===== src/rtl/sram_arbiter.sv =====
// Two-port arbiter for the shared off-chip SRAM: video reads (priority) and game read/write.
// Sequences the address/strobe phases, write turnaround and the starvation guard for the game port.
module sram_arbiter #(
  parameter int ADDR_W     = 20,
  parameter int DATA_W     = 16,
  parameter int ACCESS_CYC = 2,
  parameter int STARVE_MAX = 8
) (
  input  logic              i_clk,
  input  logic              i_rst,
  input  logic              i_vid_req,
  input  logic [ADDR_W-1:0] i_vid_addr,
  output logic              o_vid_gnt,
  output logic [DATA_W-1:0] o_vid_rdata,
  output logic              o_vid_rvalid,
  input  logic              i_gm_req,
  input  logic              i_gm_we,
  input  logic [ADDR_W-1:0] i_gm_addr,
  input  logic [DATA_W-1:0] i_gm_wdata,
  input  logic [1:0]        i_gm_be,
  output logic              o_gm_gnt,
  output logic [DATA_W-1:0] o_gm_rdata,
  output logic              o_gm_rvalid,
  output logic [ADDR_W-1:0] o_sram_addr,
  output logic [DATA_W-1:0] o_sram_dq_out,
  output logic              o_sram_dq_oe,
  input  logic [DATA_W-1:0] i_sram_dq_in,
  output logic              o_sram_we_n,
  output logic              o_sram_oe_n,
  output logic              o_sram_ce_n,
  output logic              o_sram_lb_n,
  output logic              o_sram_ub_n
);

  localparam int CNT_W = (ACCESS_CYC > 1) ? $clog2(ACCESS_CYC) : 1;
  localparam logic [CNT_W-1:0] LAST_CNT = CNT_W'(ACCESS_CYC - 1);
  localparam int STV_W = $clog2(STARVE_MAX + 1);
  localparam logic [STV_W-1:0] STV_MAX = STV_W'(STARVE_MAX);

  typedef enum logic [1:0] {
    IDLE   = 2'd0,
    ACCESS = 2'd1,
    TURN   = 2'd2
  } state_e;

  state_e            state_q, state_d;
  logic [CNT_W-1:0]  cnt_q, cnt_d;
  logic [STV_W-1:0]  starve_q, starve_d;
  logic              owner_g_q, owner_g_d;
  logic              wr_q, wr_d;
  logic [ADDR_W-1:0] addr_q, addr_d;
  logic [DATA_W-1:0] dq_out_q, dq_out_d;
  logic              dq_oe_q, dq_oe_d;
  logic              we_n_q, we_n_d;
  logic              oe_n_q, oe_n_d;
  logic              ce_n_q, ce_n_d;
  logic              lb_n_q, lb_n_d;
  logic              ub_n_q, ub_n_d;
  logic              vid_gnt_q, vid_gnt_d;
  logic              gm_gnt_q, gm_gnt_d;
  logic              vid_rvalid_q, vid_rvalid_d;
  logic              gm_rvalid_q, gm_rvalid_d;
  logic [DATA_W-1:0] vid_rdata_q, vid_rdata_d;
  logic [DATA_W-1:0] gm_rdata_q, gm_rdata_d;
  logic              g_win, grant_v, grant_g;

  // Next-state, strobe and starvation-counter logic; every output is computed one cycle ahead
  always_comb begin
    state_d      = state_q;
    cnt_d        = cnt_q;
    owner_g_d    = owner_g_q;
    wr_d         = wr_q;
    addr_d       = addr_q;
    dq_out_d     = dq_out_q;
    dq_oe_d      = dq_oe_q;
    we_n_d       = we_n_q;
    oe_n_d       = oe_n_q;
    ce_n_d       = ce_n_q;
    lb_n_d       = lb_n_q;
    ub_n_d       = ub_n_q;
    vid_gnt_d    = 1'b0;
    gm_gnt_d     = 1'b0;
    vid_rvalid_d = 1'b0;
    gm_rvalid_d  = 1'b0;
    vid_rdata_d  = vid_rdata_q;
    gm_rdata_d   = gm_rdata_q;
    grant_v      = 1'b0;
    grant_g      = 1'b0;
    g_win        = i_gm_req && (!i_vid_req || (starve_q == STV_MAX));

    case (state_q)
      IDLE: begin
        if (i_vid_req || i_gm_req) begin
          grant_g   = g_win;
          grant_v   = !g_win;
          owner_g_d = g_win;
          state_d   = ACCESS;
          cnt_d     = '0;
          ce_n_d    = 1'b0;
          if (g_win) begin
            gm_gnt_d = 1'b1;
            addr_d   = i_gm_addr;
            wr_d     = i_gm_we;
            dq_out_d = i_gm_wdata;
          end else begin
            vid_gnt_d = 1'b1;
            addr_d    = i_vid_addr;
            wr_d      = 1'b0;
          end
          if (g_win && i_gm_we) begin
            we_n_d  = 1'b0;
            oe_n_d  = 1'b1;
            dq_oe_d = 1'b1;
            lb_n_d  = ~i_gm_be[0];
            ub_n_d  = ~i_gm_be[1];
          end else begin
            we_n_d  = 1'b1;
            oe_n_d  = 1'b0;
            dq_oe_d = 1'b0;
            lb_n_d  = 1'b0;
            ub_n_d  = 1'b0;
          end
        end else begin
          ce_n_d  = 1'b1;
          oe_n_d  = 1'b1;
          we_n_d  = 1'b1;
          dq_oe_d = 1'b0;
          lb_n_d  = 1'b1;
          ub_n_d  = 1'b1;
        end
      end
      ACCESS: begin
        if (cnt_q == LAST_CNT) begin
          if (wr_q) begin
            // Turnaround: release WE but keep driving data/address for hold time
            state_d = TURN;
            we_n_d  = 1'b1;
          end else begin
            state_d = IDLE;
            ce_n_d  = 1'b1;
            oe_n_d  = 1'b1;
            we_n_d  = 1'b1;
            dq_oe_d = 1'b0;
            lb_n_d  = 1'b1;
            ub_n_d  = 1'b1;
            if (owner_g_q) begin
              gm_rdata_d  = i_sram_dq_in;
              gm_rvalid_d = 1'b1;
            end else begin
              vid_rdata_d  = i_sram_dq_in;
              vid_rvalid_d = 1'b1;
            end
          end
        end else begin
          cnt_d = cnt_q + CNT_W'(1);
        end
      end
      TURN: begin
        state_d = IDLE;
        ce_n_d  = 1'b1;
        oe_n_d  = 1'b1;
        we_n_d  = 1'b1;
        dq_oe_d = 1'b0;
        lb_n_d  = 1'b1;
        ub_n_d  = 1'b1;
      end
      default: begin
        state_d = IDLE;
        ce_n_d  = 1'b1;
        oe_n_d  = 1'b1;
        we_n_d  = 1'b1;
        dq_oe_d = 1'b0;
        lb_n_d  = 1'b1;
        ub_n_d  = 1'b1;
      end
    endcase

    // Counts V wins that G has had to wait through; saturates so the guard stays armed
    if (!i_gm_req) begin
      starve_d = '0;
    end else if (grant_g) begin
      starve_d = '0;
    end else if (grant_v && (starve_q != STV_MAX)) begin
      starve_d = starve_q + STV_W'(1);
    end else begin
      starve_d = starve_q;
    end
  end

  // State and output registers with synchronous reset
  always_ff @(posedge i_clk) begin
    if (i_rst) begin
      state_q      <= IDLE;
      cnt_q        <= '0;
      starve_q     <= '0;
      owner_g_q    <= 1'b0;
      wr_q         <= 1'b0;
      addr_q       <= '0;
      dq_out_q     <= '0;
      dq_oe_q      <= 1'b0;
      we_n_q       <= 1'b1;
      oe_n_q       <= 1'b1;
      ce_n_q       <= 1'b1;
      lb_n_q       <= 1'b1;
      ub_n_q       <= 1'b1;
      vid_gnt_q    <= 1'b0;
      gm_gnt_q     <= 1'b0;
      vid_rvalid_q <= 1'b0;
      gm_rvalid_q  <= 1'b0;
      vid_rdata_q  <= '0;
      gm_rdata_q   <= '0;
    end else begin
      state_q      <= state_d;
      cnt_q        <= cnt_d;
      starve_q     <= starve_d;
      owner_g_q    <= owner_g_d;
      wr_q         <= wr_d;
      addr_q       <= addr_d;
      dq_out_q     <= dq_out_d;
      dq_oe_q      <= dq_oe_d;
      we_n_q       <= we_n_d;
      oe_n_q       <= oe_n_d;
      ce_n_q       <= ce_n_d;
      lb_n_q       <= lb_n_d;
      ub_n_q       <= ub_n_d;
      vid_gnt_q    <= vid_gnt_d;
      gm_gnt_q     <= gm_gnt_d;
      vid_rvalid_q <= vid_rvalid_d;
      gm_rvalid_q  <= gm_rvalid_d;
      vid_rdata_q  <= vid_rdata_d;
      gm_rdata_q   <= gm_rdata_d;
    end
  end

  assign o_vid_gnt     = vid_gnt_q;
  assign o_vid_rdata   = vid_rdata_q;
  assign o_vid_rvalid  = vid_rvalid_q;
  assign o_gm_gnt      = gm_gnt_q;
  assign o_gm_rdata    = gm_rdata_q;
  assign o_gm_rvalid   = gm_rvalid_q;
  assign o_sram_addr   = addr_q;
  assign o_sram_dq_out = dq_out_q;
  assign o_sram_dq_oe  = dq_oe_q;
  assign o_sram_we_n   = we_n_q;
  assign o_sram_oe_n   = oe_n_q;
  assign o_sram_ce_n   = ce_n_q;
  assign o_sram_lb_n   = lb_n_q;
  assign o_sram_ub_n   = ub_n_q;

endmodule


===== config.mk =====
export PLATFORM = sky130hd
export DESIGN_NAME = sram_arbiter
export DESIGN_NICKNAME = d
export VERILOG_FILES = /design/src/rtl/sram_arbiter.sv
export SDC_FILE = /design/constraint.sdc
export NUM_CORES = 1
export LEC_CHECK = 0
export CAP_MARGIN = 20
export CORE_ASPECT_RATIO = 0.8
export CORE_UTILIZATION = 45
export CTS_CLUSTER_SIZE = 40
export DETAILED_ROUTE_END_ITERATION = 8
export PLACE_DENSITY = 0.9
export SETUP_SLACK_MARGIN = 0.05
export SLEW_MARGIN = 5
export SYNTH_ARGS = -nofsm -noshare
export SYNTH_HDL_FRONTEND = slang
export SYNTH_SLANG_ARGS = --single-unit

===== constraint.sdc =====
create_clock -name i_clk -period 5.6 [get_ports i_clk]
set_clock_uncertainty 0.1 [all_clocks]
set_input_delay 0.84 -clock i_clk [delete_from_list [all_inputs] [get_ports i_clk]]
set_output_delay 0.84 -clock i_clk [all_outputs]
set_load 0.02 [all_outputs]

==> Word level (Yosys, flattened, before mapping) <==
Cells that the tools add are included.
{ "word_totals": {"ff_bits": 87, "latchBits": 0, "ram_bits": 0, "mem_bits_ro": 0, "input_bits": 79, "output_inout_bits": 78, "wordCells": 93, "n_memories": 0} }
{ "classes": {"add_sub_neg": 2, "multipliers": 0, "div_mod_pow": 0, "n_lt_le_gt_ge": 0, "n_eq_ne": 6, "shift": 0, "n_mux": 38, "bitwise": 9, "reduce_logical": 19} }
{ "op_table": {"columns": ["operator", "n"], "rows": [
  ["1-bit 2-to-1 mux", 26],
  ["20-bit 2-to-1 mux", 1],
  ["1-bit one-hot mux with 2 select lines", 7],
  ["1-bit NOT", 9],
  ["2-bit AND reduction", 4],
  ["4-bit AND reduction", 2],
  ["2-bit 2-to-1 mux", 3],
  ["2-bit inequality test, second input constant", 3],
  ["3-bit OR reduction", 2],
  ["4-bit by 1-bit adder with 4-bit output, second input constant", 1],
  ["4-bit equality test, second input constant", 1],
  ["4-bit inequality test, second input constant", 1],
  ["2-bit one-hot mux with 2 select lines", 1],
  ["4-bit OR reduction", 1],
  ["1-bit logical AND", 3],
  ["3-bit AND reduction", 1],
  ["2-bit by 1-bit equality test with 1-bit output, second input constant", 1],
  ["1-bit logical NOT", 2],
  ["2-bit logical NOT", 1],
  ["1-bit logical OR", 2],
  ["2-bit nonzero test", 1],
  ["1-bit adder, second input constant", 1]
]} }

==> Longest topological paths before layout <==
Gate-level depths: netlist of run 1.
{ "depth": {"ltp_word": 7, "depth_mapped": 7, "depth_no_buf": 5} }

==> Worst setup path after synthesis of run 1 <==
No wires, ideal clock.
{ "synth_timing": {"path_type": "input port to flip-flop", "from": "in i_vid_req", "to": "reg starve_q[3]", "t_arrival_ns": 1.910, "required_ns": 5.414, "setup_slack_ns": 3.505, "path_stages": 3, "n_path_buf": 0, "path_cell_list": "or3b_1 or4_1 a211oi_1"} }
{ "synth_between": {"elab_chain_len": 7, "word_cells_on_any_way": 11, "classes_between": "mux: 4; reduce/logical: 7"} }
{ "synth_rtl": {"columns": ["element", "line", "rtl"], "rows": [
  ["start, declared", "11", "input logic i_vid_req,"],
  ["1-bit logical NOT", "89", "g_win = i_gm_req && (!i_vid_req || (starve_q == STV_MAX));"],
  ["1-bit logical OR", "89", null],
  ["1-bit logical AND", "89", null],
  ["1-bit logical NOT", "95", "grant_v = !g_win;"],
  ["1-bit 2-to-1 mux", "93", "if (i_vid_req || i_gm_req) begin"],
  ["1-bit 2-to-1 mux", "91", "case (state_q)"],
  ["1-bit logical AND", "183", "end else if (grant_v && (starve_q != STV_MAX)) begin"],
  ["end signal, assigned", "215", "starve_q <= starve_d;"],
  ["end, declared", "48", "logic [STV_W-1:0] starve_q, starve_d;"]
]} }
Several ways; a longest one is shown, not always the timed one.
A chain may end at the register's enable or synchronous reset.

==> Final worst setup path of run 1 <==
{ "layout_timing": {"from": "in i_rst", "to": "reg starve_q[3]"} }
{ "layout_between": {"elab_chain_len": 1} }
{ "layout_rtl": {"columns": ["element", "line", "rtl"], "rows": [
  ["start, declared", "10", "input logic i_rst,"],
  ["3-bit OR reduction (no source line)", null, null]
]} }
No other way between the ends.

==> key figures, run 1 <==
Timing
  • Hold violation total from the final report: 0
  • Worst hold margin: 0.358 ns
  • F_max: 337 MHz
  • Count of final setup violators: 0
  • Final setup TNS: 0 ns
  • Transition time at the pin with the least slew margin: 1.08 ns
  • Rel. slew slack: 27.8%
  • Final critical path time including I/O delays and setup: 2.97 ns
  • RSZ-0062 raised after global routing: false
  • Final worst path period share: 53.0%
  • Final setup margin: 2.63 ns
  • Max Transition Viols Final: 0

Route
  • Routed wirelength normalized by instance count: 15.9 um
  • Via-to-Cell Ratio: 5.43
  • Vias after detailed routing: 3,361
  • First-pass detailed-route iteration total: 4
  • Residual antenna-violating net count after detailed routing: 0
  • Routed WL: 9.85 mm
  • Violation count after the first detailed-route iteration: 177
  • Number of remaining DRC errors: 0

Setup path
  • Required time of the critical path: 5.71 ns
  • Worst Setup End Kind: flop
  • Crit start category: input port
  • Stage delay of the slowest cell on the critical path: 0.70 ns
  • Chain of cells forming the critical path: clkdlybuf4s50_1 -> buf_4 -> clkinv_1 -> buf_4 -> nand2_1 -> a211oi_1
  • Cell occurring most often along the worst timing path: buf_4
  • Critical path start-end classification: input port to flop
  • Data arrival time at the worst-slack endpoint: 3.08 ns
  • Slowest library cell on the worst path: clkinv_1
  • Logic depth of the worst register-to-register path: 3
  • Internal reg-to-reg setup slack: 3.10 ns
  • Largest driver fanout on the critical path: 40

Yosys
  • Cell count after synthesis: 371
  • Sequential cell area fraction in the yosys report: 50.3%
  • Number of distinct library cell variants in the gate-level netlist after synthesis: 37
  • Yosys warns: 0
  • Mapped cell area: 3460 um^2
  • Fraction of synthesis flops using an asynchronous set or reset pin: 0%
  • Average cell area after synthesis: 9.34 um^2
  • Top_reg_cell synth: dfxtp_1
  • Syn_nets: 452
  • Count of flip-flops with a built-in enable after synthesis: 0
  • Yosys reg bits: 87

Status
  • Status: finished, final reports clean

Floorplanning
  • I/O pin count: 157
  • Core outline area: 7430 um^2
  • Overall die area: 8050 um^2
  • Die Span Y: 80.5 um
  • Initial Utilization: 46.6%
  • Die outline width: 100 um
  • Rows: 28

Pwr
  • Pwr per Cell Area: 258 nW/um^2
  • Switching Share: 24.9%
  • Sequential Power Share: 48.5%
  • Clk network pwr share: 34.3%
  • Internal Pwr Total: 1.03 mW
  • Overall power after layout: 1.38 mW
  • Combinational cell fraction of total power: 17.2%
  • Static leakage: 2.05 nW
  • Switch Pwr: 0.342 mW
  • Peak ir drop on the vdd network: 174 uV

Place
  • Placer congestion estimate: 0.729
  • Number of input and output port buffers inserted: 156
  • Minimum setup slack after placement: 2.25 ns
  • Detailed Place HPWL: 6.78 mm

Clocking
  • Number of buffers inserted by post-CTS setup repair: 0
  • Clock slew at the register clock pins of the worst setup and hold paths: 0.08 ns
  • Clock tree from TritonCTS: yes
  • Post-cts resize count: 0
  • Maximum clock path buffer count: 2
  • Number of sinks handled by clock tree synthesis: 87
  • Clk Latency, worst-skew pair: 0.35 ns
  • Root Buffer Master: clkbuf_8
  • CTS hold repair buffers: 0
  • H-Tree Level Count: 3
  • Total clock buffers created by CTS: 9

Global route
  • Grt met1 use: 29.4%
  • Wire length of the first global-routing pass: 15.3 mm
  • Most crowded layer after global routing: met2
  • Total grt overflow: 0
  • Maximum number of pins on one net before global-route repair: 41
  • Met2 Resource Use GR: 42.1%
  • Antenna violations before repair: 0
  • Vias in the first global route: 3,156
  • Total Routing Usage GR: 24.2%
  • Met3 GRT Util: 5.31%

Layout
  • Area growth, synth to finish: 53.9%
  • Most used cells in the layout excluding fill and tap cells: 156 x clkdlybuf4s50_1, 87 x dfxtp_1, 39 x o21ai_0
  • Most common library cell in the layout ignoring fill and taps: clkdlybuf4s50_1
  • # diodes: 0
  • Net count of the finished layout: 591
  • Proportion of layout cells with a drive suffix above 1: 5.06%

Min path
  • Min-Delay Path Depth: 2
  • Worst min-delay path class: flop to flop

Job
  • Number of maximum-capacitance constraint violations: 0
cells in the mapped netlist, types with 2 or more instances:
cell	count	area [um^2]
mux2i_1	16	160
nor3_1	4	20.0
dfxtp_1	87	1740
buf_2	6	30.0
or3_1	2	12.5
or4_1	2	15.0
a21oi_1	36	180
o311ai_0	2	17.5
a211oi_1	6	45.0
o21a_1	2	15.0
a221o_1	20	200
nand3_1	33	165
clkbuf_1	30	113
o32ai_1	2	17.5
nor4bb_1	2	20.0
inv_1	6	22.5
ha_1	2	25.0
o21ai_0	39	195
nand2_1	33	124
o211a_1	20	200
nor2_1	5	18.8
power groups by stage:
stage	combinational, mW	sequential (mW)	clock [mW]
6_report	0.237	0.667	0.471
5_1_grt	0.253	0.671	0.505
4_1_cts	0.236	0.667	0.479
3_5_place_dp	0.235	0.681	0
3_3_place_gp	0.230	0.680	0
2_1_floorplan	0.0778	0.708	0
logic make-up after synthesis:
group                    Yosys count  share of synthesized area, %
adder cells (fa/ha/maj)            2                         0.722
buffers and inverters             43                          4.88
flip-flops                        87                          50.3
AO/OA/AOI/OAI                    132                          26.5
multiplexers                      16                          4.62
AND/OR/NAND/NOR                   91                          13.0
layout make-up:
class                   instances  area [um^2]
inverters                       7         26.3
repair buffers                164         1630
multi-input cells             241         1590
clock buffers                  12          145
fillers                       568         2100
well taps                     105          131
clock inverters                 3         67.6
flip-flops and latches         87         1740
per-layer routing:
| layer | vias up | part of all wire (%) |
|---|---|---|
| met5 | - | 0 |
| met4 | 0 | 1.9 |
| met3 | 17 | 4.5 |
| met2 | 86 | 51 |
| met1 | 1613 | 43 |
| li1 | 1645 | - |
worst max-delay path: cells and delay by family:
family	cells	cell delay [ns]
AO/OA/AOI/OAI	1	0.06
buffers and inverters	4	2.00
AND/OR/NAND/NOR	1	0.17
registers in the layout, summed over array words and instances (netlist names):
| signal | count |
|---|---|
| cnt_q | 1 |
| o_gm_gnt | 1 |
| o_gm_rdata | 16 |
| o_gm_rvalid | 1 |
| o_sram_addr | 20 |
| o_sram_ce_n | 1 |
| o_sram_dq_oe | 1 |
| o_sram_dq_out | 16 |
| o_sram_lb_n | 1 |
| o_sram_oe_n | 1 |
| o_sram_ub_n | 1 |
| o_sram_we_n | 1 |
| o_vid_gnt | 1 |
| o_vid_rdata | 16 |
| o_vid_rvalid | 1 |
| owner_g_q | 1 |
| starve_q | 4 |
| state_q | 2 |
| wr_q | 1 |
per-stage QoR:
step | instances | utilization (%) | area (um^2)
after floorplan | 371 | - | 3460
after CTS | 617 | 71.4 | 5300
final | 619 | 71.8 | 5330
after global routing | 619 | 71.8 | 5330
after detailed placement | 602 | 68.5 | 5090
after global placement | 602 | 68.5 | 5090
worst paths after layout:
check                                      start          endpoint
worst max-delay path                       i_rst       starve_q[3]
worst min-delay path            o_sram_dq_out[3]  o_sram_dq_out[3]
worst max register to register         owner_g_q     o_gm_rdata[5]
worst min register to register  o_sram_dq_out[3]  o_sram_dq_out[3]
(Power assumes the default switching activity.)
==> run 2, diff against run 1 <==
--- a/config.mk
+++ b/config.mk
@@ -7,10 +7,10 @@
 export LEC_CHECK = 0
 export CAP_MARGIN = 20
 export CORE_ASPECT_RATIO = 0.8
-export CORE_UTILIZATION = 45
+export CORE_UTILIZATION = 41
 export CTS_CLUSTER_SIZE = 40
 export DETAILED_ROUTE_END_ITERATION = 8
-export PLACE_DENSITY = 0.9
+export PLACE_DENSITY = 0.83
 export SETUP_SLACK_MARGIN = 0.05
 export SLEW_MARGIN = 5
 export SYNTH_ARGS = -nofsm -noshare
==> constraint.sdc (replaced) <==
create_clock -name i_clk -period 2.94 [get_ports i_clk]
set_clock_uncertainty 0.1 [all_clocks]
set_input_delay 0.441 -clock i_clk [delete_from_list [all_inputs] [get_ports i_clk]]
set_output_delay 0.441 -clock i_clk [all_outputs]
set_load 0.02 [all_outputs]
==> run 2 against run 1 <==
Against the previous run: non-clock buffer count grew 4; flip-flop and latch count is the same; clock-buffer cell count shrank 3; cell count grew 1.3%; critical path depth shrank 2; critical path type unchanged.
==> key figures, run 2 (synthesis gave the netlist of run 1 again) <==
Status
  • Status: finished, final reports clean (unchanged)

Layout
  • Area growth, synth to finish: 54.8% (was 53.9%)
  • # fillers: 670 (was 568)
  • Flip-flop count of the largest register, all copies and words added: 20 (unchanged)
  • Count of placed standard cells in the final layout, fillers left out: 627 (was 619)
  • Most common library cell in the layout ignoring fill and taps: clkdlybuf4s50_1 (unchanged)
  • Fin area: 5360 um^2 (was 5330 um^2)
  • Net count of the finished layout: 595 (was 591)
  • Most used cells in the layout excluding fill and tap cells: 156 x clkdlybuf4s50_1, 87 x dfxtp_1, 39 x o21ai_0 (unchanged)
  • Proportion of layout cells with a drive suffix above 1: 6.36% (was 5.06%)
  • # diodes: 0 (unchanged)
  • Core utilization of the finished layout: 66.5% (was 71.8%)

Floorplanning
  • Rows: 29 (was 28)
  • Overall die area: 8820 um^2 (was 8050 um^2)
  • Die Span Y: 84.2 um (was 80.5 um)
  • I/O pin count: 157 (unchanged)
  • Core outline area: 8060 um^2 (was 7430 um^2)
  • Initial Utilization: 43.0% (was 46.6%)
  • Die outline width: 105 um (was 100 um)

Route
  • Violation count after the first detailed-route iteration: 190 (was 177)
  • Residual antenna-violating net count after detailed routing: 0 (unchanged)
  • Routed WL: 9.98 mm (was 9.85 mm)
  • Vias after detailed routing: 3,399 (was 3,361)
  • First-pass detailed-route iteration total: 4 (unchanged)
  • Wire length on met1: 4.47 mm (was 4.23 mm)
  • Met3 wire len: 418 um (was 439 um)
  • Number of remaining DRC errors: 0 (unchanged)
  • Via-to-Cell Ratio: 5.42 (was 5.43)
  • Top routing layer in use: met4 (unchanged)
  • Routed wirelength normalized by instance count: 15.9 um (about the same)
  • Met2 WL post-DR: 4.86 mm (was 5.00 mm)

Clocking
  • Clock tree from TritonCTS: yes (unchanged)
  • Clk Latency, worst-skew pair: 0.35 ns (about the same)
  • Maximum clock path buffer count: 2 (unchanged)
  • H-Tree Level Count: 3 (unchanged)
  • Root Buffer Master: clkbuf_8 (unchanged)
  • Total clock buffers created by CTS: 9 (unchanged)
  • CTS hold repair buffers: 0 (unchanged)
  • Number of buffers inserted by post-CTS setup repair: 0 (unchanged)
  • Number of sinks handled by clock tree synthesis: 87 (unchanged)
  • Clock slew at the register clock pins of the worst setup and hold paths: 0.08 ns (about the same)
  • Post-cts resize count: 0 (unchanged)

Timing
  • Count of final setup violators: 0 (unchanged)
  • Rel. slew slack: 38.0% (was 27.8%)
  • Max Transition Viols Final: 0 (unchanged)
  • F_max: 470 MHz
  • Final worst path period share: 72.3%
  • Final critical path time including I/O delays and setup: 2.13 ns
  • Hold violation total from the final report: 0 (unchanged)
  • RSZ-0062 raised after global routing: false (unchanged)
  • Transition time at the pin with the least slew margin: 0.930 ns (was 1.08 ns)
  • Final setup margin: 0.814 ns (was 2.63 ns)
  • Worst hold margin: 0.356 ns (was 0.358 ns)
  • Final setup TNS: 0 ns (unchanged)

Pwr
  • Overall power after layout: 2.64 mW (was 1.38 mW)
  • Static leakage: 2.07 nW (was 2.05 nW)
  • Peak ir drop on the vdd network: 286 uV (was 174 uV)
  • Pwr per Cell Area: 493 nW/um^2 (was 258 nW/um^2)

Place
  • Dpl cell area: 5140 um^2 (was 5090 um^2)
  • Placer congestion estimate: 0.774 (was 0.729)
  • Detailed Place HPWL: 7.00 mm (was 6.78 mm)
  • Number of input and output port buffers inserted: 156 (unchanged)
  • Minimum setup slack after placement: 0.431 ns (was 2.25 ns)
  • Number of cells after detailed placement: 611 (was 602)

Min path
  • Worst min-delay path class: flop to flop (unchanged)

Global route
  • Total Routing Usage GR: 22.2% (was 24.2%)
  • Maximum number of pins on one net before global-route repair: 39 (was 41)
  • Antenna violations before repair: 0 (unchanged)
  • Vias in the first global route: 3,338 (was 3,156)
  • Total grt overflow: 0 (unchanged)
  • Wire length of the first global-routing pass: 16.0 mm (was 15.3 mm)

Setup path
  • Crit start category: input port (unchanged)
  • Critical path start-end classification: input port to flop (unchanged)
  • Largest driver fanout on the critical path: 7 (was 40)
  • Required time of the critical path: 3.10 ns (was 5.71 ns)
  • Data arrival time at the worst-slack endpoint: 2.29 ns (was 3.08 ns)
  • Worst Setup End Kind: flop (unchanged)

Job
  • Number of maximum-capacitance constraint violations: 0 (unchanged)
==> run 2: layout make-up <==
type,count,area [um^2],area share (%)
tap,108,135,2.52
clock buffer,9,124,2.31
inverter,7,26.3,0.490
clock inverter,7,96.3,1.80
sequential,87,1740,32.5
multi-input combinational,241,1590,29.6
timing repair buffer,168,1650,30.8
==> run 2: metal layers <==
metal  vias to the layer above  track usage, %
li1                       1658               -
met1                      1614            27.9
met2                       109            37.4
met3                        18            5.36
met4                         0            7.55
met5                         -               0
==> run 2: path summary, 6_finish.rpt <==
| kind | from | to | slack, ns | cells after the start |
|---|---|---|---|---|
| worst max-delay path | i_vid_req | starve_q[3] | 0.81 | 4 |
| worst min-delay path | o_sram_dq_out[10] | o_sram_dq_out[10] | 0.36 | 2 |
| worst max register to register | state_q[1] | o_sram_dq_out[4] | 0.89 | 4 |
| worst min register to register | o_sram_dq_out[10] | o_sram_dq_out[10] | 0.36 | 2 |
==> run 2: report_power, final <==
part	total [mW]	leakage (nW)	switching (mW)	internal (mW)
registers	1.27	0.709	0.0330	1.23
clock network	0.912	0.114	0.431	0.482
logic	0.463	1.25	0.222	0.241
==> run 2: critical path, stage by stage <==
cell,delay [ns]
clkdlybuf4s50_1,0.64
or3b_1,0.48
or4_1,0.50
a211oi_1,0.23
